`src/rtl/voting_machine_multi.sv`:
```
// Multi-candidate voting machine: one ballot per admin press, saturating per-candidate tallies, leader/tie.
// Optional ballot expiry is compiled in with `define EVM_TIMEOUT_EN.
module voting_machine_multi #(
  parameter int NCAND   = 4,
  parameter int CNT_W   = 10,
  parameter int TIMEOUT = 1000,
  localparam int SW = $clog2(NCAND),
  localparam int TW = CNT_W + SW
) (
  input  logic             clk,
  input  logic             reset_n,
  input  logic             admin,
  input  logic [NCAND-1:0] vote,
  input  logic             clear,
  input  logic [SW-1:0]    sel,
  output logic             led_armed,
  output logic             led_cast,
  output logic             invalid,
  output logic [CNT_W-1:0] sel_count,
  output logic [TW-1:0]    total,
  output logic [SW-1:0]    leader,
  output logic             tie,
  output logic             timeout_flag
);

  typedef enum logic [1:0] {IDLE, ARMED, CAST} state_t;

  state_t           state_reg, state_next;
  logic             admin_reg, primed_reg;
  logic [NCAND-1:0] vote_reg;
  logic [CNT_W-1:0] tally_reg  [NCAND];
  logic [CNT_W-1:0] tally_next [NCAND];
  logic [TW-1:0]    total_reg;
  logic [SW-1:0]    leader_reg, leader_next;
  logic             tie_reg, tie_next, led_cast_reg, invalid_reg;
  logic             admin_edge, vote_edge, vote_onehot, vote_sat;
  logic             accept, reject, arm, clear_do, timeout_hit;
  logic [SW-1:0]    vote_idx;
  logic [CNT_W-1:0] max_val;
  int               n_max;

  if (NCAND < 2 || NCAND > 16 || TIMEOUT < 1) begin : g_bad_param
    $error("voting_machine_multi: NCAND must be 2..16 and TIMEOUT >= 1");
  end

  // primed_reg masks the first cycle after reset so buttons held through reset never look like edges
  assign admin_edge  = primed_reg & admin & ~admin_reg;
  assign vote_edge   = primed_reg & (|(vote & ~vote_reg));
  assign vote_onehot = $onehot(vote);

  always_comb begin
    vote_idx = '0;
    for (int i = 0; i < NCAND; i++)
      if (vote[i]) vote_idx = SW'(i);
  end

  assign vote_sat = (tally_reg[vote_idx] == {CNT_W{1'b1}});
  assign accept   = (state_reg == ARMED) && vote_edge && vote_onehot && !vote_sat;
  assign reject   = vote_edge && !accept;
  assign arm      = admin_edge && (state_reg != ARMED);
  assign clear_do = clear && (state_reg == IDLE);

  for (genvar gi = 0; gi < NCAND; gi++) begin : g_tally
    assign tally_next[gi] = clear_do            ? '0 :
                            (accept && vote[gi]) ? tally_reg[gi] + 1'b1 : tally_reg[gi];
  end

`ifdef EVM_TIMEOUT_EN
  localparam int TCW = $clog2(TIMEOUT + 1);
  logic [TCW-1:0] tmo_cnt_reg;
  logic           timeout_flag_reg;

  assign timeout_hit  = (state_reg == ARMED) && !accept && (tmo_cnt_reg == TCW'(TIMEOUT - 1));
  assign timeout_flag = timeout_flag_reg;

  always_ff @(posedge clk or negedge reset_n) begin
    if (!reset_n) begin
      tmo_cnt_reg      <= '0;
      timeout_flag_reg <= 1'b0;
    end else begin
      tmo_cnt_reg <= (state_reg == ARMED && state_next == ARMED) ? tmo_cnt_reg + 1'b1 : '0;
      if (arm)              timeout_flag_reg <= 1'b0;
      else if (timeout_hit) timeout_flag_reg <= 1'b1;
    end
  end
`else
  assign timeout_hit  = 1'b0;
  assign timeout_flag = 1'b0;
`endif

  always_comb begin
    state_next = state_reg;
    unique case (state_reg)
      IDLE:    if (arm) state_next = ARMED;
      ARMED:   if (accept) state_next = CAST;
               else if (timeout_hit) state_next = IDLE;
      CAST:    if (arm) state_next = ARMED;
      default: state_next = IDLE;
    endcase
  end

  // Strict '>' keeps the lowest index on ties
  always_comb begin
    max_val     = tally_reg[0];
    leader_next = '0;
    n_max       = 0;
    for (int i = 1; i < NCAND; i++)
      if (tally_reg[i] > max_val) begin
        max_val     = tally_reg[i];
        leader_next = SW'(i);
      end
    for (int i = 0; i < NCAND; i++)
      if (tally_reg[i] == max_val) n_max = n_max + 1;
    tie_next = (max_val != '0) && (n_max > 1);
  end

  always_ff @(posedge clk or negedge reset_n) begin
    if (!reset_n) begin
      state_reg    <= IDLE;
      admin_reg    <= 1'b0;
      vote_reg     <= '0;
      primed_reg   <= 1'b0;
      total_reg    <= '0;
      leader_reg   <= '0;
      tie_reg      <= 1'b0;
      led_cast_reg <= 1'b0;
      invalid_reg  <= 1'b0;
      for (int i = 0; i < NCAND; i++) tally_reg[i] <= '0;
    end else begin
      state_reg  <= state_next;
      admin_reg  <= admin;
      vote_reg   <= vote;
      primed_reg <= 1'b1;
      tally_reg  <= tally_next;
      if (clear_do)    total_reg <= '0;
      else if (accept) total_reg <= total_reg + 1'b1;
      if (clear_do) begin
        leader_reg <= '0;
        tie_reg    <= 1'b0;
      end else begin
        leader_reg <= leader_next;
        tie_reg    <= tie_next;
      end
      if (arm)         led_cast_reg <= 1'b0;
      else if (accept) led_cast_reg <= 1'b1;
      // a rejected vote in the arming cycle must still leave invalid set
      if (reject)      invalid_reg <= 1'b1;
      else if (arm)    invalid_reg <= 1'b0;
    end
  end

  assign led_armed = (state_reg == ARMED);
  assign led_cast  = led_cast_reg;
  assign invalid   = invalid_reg;
  assign total     = total_reg;
  assign leader    = leader_reg;
  assign tie       = tie_reg;
  assign sel_count = (int'(sel) < NCAND) ? tally_reg[sel] : '0;

endmodule

```
`config.mk`:
```
export PLATFORM = sky130hd
export DESIGN_NAME = voting_machine_multi
export DESIGN_NICKNAME = d
export VERILOG_FILES = /design/src/rtl/voting_machine_multi.sv
export SDC_FILE = /design/constraint.sdc
export NUM_CORES = 1
export LEC_CHECK = 0
export BUFFER_PORTS_ARGS = -buffer_cell sky130_fd_sc_hd__buf_2
export CAP_MARGIN = 20
export CORE_MARGIN = 2
export CORE_UTILIZATION = 34
export CTS_CLUSTER_SIZE = 24
export DETAILED_ROUTE_END_ITERATION = 12
export HOLD_SLACK_MARGIN = 0.06
export PLACE_DENSITY = 0.61
export SLEW_MARGIN = 20
export SYNTH_ARGS = -nofsm -noshare
export SYNTH_HDL_FRONTEND = slang
export SYNTH_SLANG_ARGS = --single-unit
export TNS_END_PERCENT = 20
```
`constraint.sdc`:
```
create_clock -name clk -period 10.6 [get_ports clk]
set_input_delay 2.12 -clock clk [delete_from_list [all_inputs] [get_ports clk]]
set_output_delay 2.12 -clock clk [all_outputs]
set_load 0.01 [all_outputs]
```
After elaboration in Yosys (flattened, before gate mapping):

Cells that the tools add are included.
W data, S select, Z words.

* reductions and logical operators: 25
* add/sub/neg operators: 11
* bitwise logic cells: 8
* eq/ne operators: 11
* magnitude comparators: 6
* muxes and demuxes: 38

Operator list (count)
* $mux W10: 15
* $add A32 B2 Y32 const B: 3
* $mux W32: 3
* $add A10 B1 Y10 const B: 4
* $bmux W10 S2: 2
* $eq A10 B10 Y1: 4
* $gt A32 B2 Y1 const B: 1
* $gt A10 B10 Y1: 3
* $mux W12: 2
* $mux W2: 7
* $reduce_bool A2 Y1: 7
* $add A12 B1 Y12 const B: 1
* $logic_and A1 B1 Y1: 11
* $eq A10 B10 Y1 const B: 1
* $reduce_bool A10 Y1: 1
* $mux W1: 8
* $ge A3 B3 Y1 const B: 2
* $ne A2 B1 Y1 const B: 3
* $not A2 Y3: 2
* $add A1 B1 Y2: 2
* $and A4 B4 Y4: 1
* $not A4 Y4: 1
* $pmux W2 S2: 1
* $reduce_or A4 Y1: 1
* other kinds (10): 13

* bits in registers: 65
* word-level logic and storage cells: 112

Longest topological paths before layout:

* depth in word-level cells: 17
* gate-level depth with buffers: 41

Least setup slack after synthesis:

No wires, ideal clock.

* path kind: register to register
* from: register tally_reg[34] (netlist name)
* to: register tie_reg, in the netlist tie
* buffers on the path: 7
* cell stages (with the launch flop): 38
* setup slack: 2.966 ns
* library setup time: 0.095 ns
* clock period less this slack: 7.634 ns
* arrival: 7.538 ns
* path through: dfrtp_1 > clkbuf_1 > inv_1 > ha_1 > nand4_1 > a211oi_2 > or3_1 > buf_2 > buf_2 > nand3_1 > and2_1 > clkbuf_1 > ha_1 > nand4_1 > nor2_1 > o21ai_0 > or4_1 > o211a_1 > [2 not listed] > buf_6 > mux2i_1 > inv_1 > ha_1 > a21o_1 > a21o_1 > a221oi_1 > a21oi_1 > clkbuf_1 > o41ai_1 > xor2_1 > a311oi_1 > nand4_2 > inv_1 > ha_1 > a221oi_1 > o21ai_1 > o31ai_1

* word-level cells in the longest chain between the ends: 17

RTL lines
* start, declared: line 31 `logic [CNT_W-1:0] tally_reg [NCAND];`
* start signal, assigned: line 134 `tally_reg <= tally_next;`
* $gt A10 B10 Y1: line 108 `if (tally_reg[i] > max_val) begin`
* $mux W10: line 108
* $gt A10 B10 Y1: line 108
* $mux W10: line 108
* $gt A10 B10 Y1: line 108
* $mux W10: line 108
* $eq A10 B10 Y1: line 113 `if (tally_reg[i] == max_val) n_max = n_max + 1;`
* $mux W1: line 113
* $add A32 B2 Y32: line 113
* $mux W32: line 113
* $add A32 B2 Y32: line 113
* $mux W32: line 113
* $add A32 B2 Y32: line 113
* $mux W32: line 113
* $gt A32 B2 Y1: line 114 `tie_next = (max_val != '0) && (n_max > 1);`
* $logic_and A1 B1 Y1 (*): line 114
* $mux W1 (*): line 137 `if (clear_do) begin`
* end signal, assigned: line 142 `tie_reg <= tie_next;`
* end, declared: line 35 `logic tie_reg, tie_next, led_cast_reg, invalid_reg;`

Every way passes the cells marked *; elsewhere a longest branch is shown, timed or not.
A chain may end at the register's enable or synchronous reset.

Final worst setup path:

Ends and elaborated chain as after synthesis.

==> flow_summary_export.csv <==
group,metric,value,unit
grt,met2_usage,0.3000,
final_layout,drive_above_1_share,0.1205,
clock_tree,clkSinkCount,65,
route,wl_per_cell,18.72,um
floorplan,io_pins,39,
floorplan,core_area,16580,um^2
grt,use_met1,0.2764,
place,dp_hpwl,12610,um
worst_hold_path,hold_end,"state_reg[0]",
grt,antenna_found_initial,0,
clock_tree,clk_pin_slew,0.06,ns
sta,worstMarginPinSlew,0.9783,ns
final_layout,num-nets-final,741,
final_layout,fin_cells,917,
grt,grt_usage,0.1973,
route,drt-total-wl,17170,um
critical_path,crit_type,"register to register",
critical_path,required,10.84,ns
power,cellLeakagePower,2.877,nW
final_layout,final_util,0.3828,
sta,fin_hold_ws,0.4749,ns
clock_tree,clock_latency,0.34,ns
critical_path,crit_top_cell,"ha_1",
yosys,syn_nets,739,
outcome,status,"complete, no violations",
grt,grt_pass1_wl,27340,um
yosys,avgSynthCellArea,8.347,um^2
yosys,synthCells,690,
critical_path,max_stage_delay,0.67,ns
yosys,syn-cell-area,5759,um^2
sta,min_period,9.484,ns
route,vias,5157,
floorplan,die_area,18000,um^2
route,route.detailed.drc,0,
job,max_cap_viol_count,0,
final_layout,fill_cells,1693,
worst_hold_path,hp-start,"admin_reg",
sta,setup_violations,0,
route,antenna_left,0,
critical_path,worstPathMaxFanout,18,
grt,use_met3,0.03628,
clock_tree,ctsResizeCount,0,
critical_path,ff2ff_path_depth,31,
worst_hold_path,hold_depth,1,
route,firstDrtPassIters,5,
grt,grt_pass1_vias,4843,
clock_tree,cts_buffers,9,
yosys,synth_seq_cells,65,
sta,post-route-period-util,0.8947,
yosys,synth_edf_count,0,
critical_path,crit_path_end_kind,"register",
sta,slew_headroom,0.3478,
sta,skew,0.009979,ns
power,irDropWorstVdd,0.3308,mV
critical_path,r2r-end,"tie",
yosys,async_flop_share,1.000,
final_layout,num_antenna_cells,0,
critical_path,critical_path.startpoint_type,"register",
floorplan,die_w,134.2,um
final_layout,largest_reg_flops,40,
final_layout,area_delta_synth_final,10.23,%
route,viasPerCell,5.624,
grt,overflow,0,
critical_path,r2r_slack,1.12,ns
power,power_density,375.3,nW/um^2
clock_tree,post_cts_buffers,0,
final_layout,multi_input_area,3762,um^2
yosys,synth-seq-area-share,0.2824,
sta,finalMaxSlewViolations,0,
clock_tree,cts_buffer_depth,2,
final_layout,seq_area,1627,um^2
route,drtIter0Drc,470,
clock_tree,cts_tree,"done",
sta,max_freq,105.4,MHz
floorplan,rows,47,
sta,tns,0,ns
critical_path,cpMaxStageDelayCell,"a21o_1",
place,finalWeightedCongestion,1.013,
floorplan,die-height,134.2,um
sta,rsz0062_at_grt,"false",
yosys,synth-main-ff-cell,"dfrtp_1",
grt,grt_max_degree,66,
yosys,yosysUniqueCellTypes,70,
clock_tree,clockRootBuffer,"clkbuf_16",
place,dp.cells,901,
grt,grt_busiest_layer,"met2",
critical_path,r2r_start,"tally_reg[34]",
floorplan,initial_core_util,0.3473,
clock_tree,cts_max_level,3,
critical_path,cp.arrival,9.73,ns
place,io_buffers,37,
worst_hold_path,hold_class,"register to register",
yosys,ys_warn_count,0,
sta,finalHoldViolCount,0,
clock_tree,holdBufCountCts,0,
==> cell type report <==
cell class / count / area share
clock buffers: 11 / 0.03981
well taps: 220 / 0.04336
repair buffers: 41 / 0.03390
multi-input cells: 534 / 0.5926
inverters: 41 / 0.02424
clock inverters: 5 / 0.009854
flip-flops and latches: 65 / 0.2562
==> synthesized netlist by cell type (all sizes together) (21+ instances only) <==
| cell type | count | area share |
|---|---|---|
| a21oi | 37 | 0.033 |
| nand2 | 53 | 0.035 |
| inv | 41 | 0.027 |
| o21ai | 32 | 0.028 |
| ha | 38 | 0.083 |
| nand4 | 21 | 0.024 |
| nor2 | 66 | 0.043 |
| clkbuf | 40 | 0.026 |
| nand3 | 35 | 0.030 |
| dfrtp | 65 | 0.28 |
| xnor2 | 49 | 0.075 |
| xor2 | 37 | 0.056 |
==> layer usage <==
layer / routed length [um] / part of all wire / vias up
met5: 0 / 0 / -
met4: 647 / 0.038 / 0
met3: 1479 / 0.086 / 47
met2: 7516 / 0.44 / 219
met1: 7524 / 0.44 / 2450
li1: - / - / 2441
==> how the worst max path moves through the flow <==
stage	startpoint	endpoint	slack, ns
floorplan	tally_reg[34]	tie	2.97
global placement	tally_reg[34]	tie	1.26
detailed placement	tally_reg[34]	tie	1.30
CTS	tally_reg[34]	tie	1.29
global route	tally_reg[34]	tie	0.40
finish	tally_reg[34]	tie	1.12
==> metrics by stage <==
| step | instance area, um^2 | power (mW) | setup WS, ns |
|---|---|---|---|
| 5_1_grt | 6349 | 2.592 | 0.3992 |
| 2_1_floorplan | 5759 | 1.669 | 2.966 |
| 4_1_cts | 6349 | 2.360 | 1.287 |
| 3_5_place_dp | 6033 | 2.034 | 1.302 |
| 6_report | 6349 | 2.383 | 1.116 |
| 3_3_place_gp | 6033 | 2.045 | 1.262 |
==> layout by cell type (no fill, tap or decap), types with 6 or more instances in the layout <==
cell and count:
nor2_1 66, nand4_1 20, nand2_1 53, nor4_1 6, o21ai_0 29, and3_1 14
dfrtp_1 65, a31oi_1 8, or3_1 9, a211oi_1 12, inv_1 41, ha_1 38
a21o_1 10, nor3_1 12, and2_1 13, clkbuf_16 9, xor2_1 37, nand3_1 35
buf_2 37, mux4_2 10, a21oi_1 35, xnor2_1 49
==> logic make-up (layout without fill, tap and decap cells) <==
group,after synthesis,after routing,share of synthesized area
AND/OR/NAND/NOR,250,250,0.2142
AO/OA/AOI/OAI,141,141,0.1679
buffers and inverters,91,98,0.06452
XOR/XNOR,86,86,0.1308
flip-flops,65,65,0.2824
adder cells (fa/ha/maj),39,39,0.08603
multiplexers,16,16,0.05279
other,2,2,0.001304
==> report_power, final <==
part           total (mW)  switching (mW)  internal (mW)
combinational        1.78            1.09          0.687
clock               0.310           0.114          0.196
sequential          0.294          0.0243          0.270
total                2.38            1.23           1.15
==> worst max-delay path: cells and delay by family (launching register included) <==
family                   cells  cell delay, ns
flip-flops                   1            0.63
multiplexers                 1            0.47
AND/OR/NAND/NOR             10            2.52
adder cells (fa/ha/maj)      4            1.25
buffers and inverters        4            0.77
AO/OA/AOI/OAI               11            3.62
XOR/XNOR                     1            0.14
No activity file was read; power rests on OpenSTA's default activity.
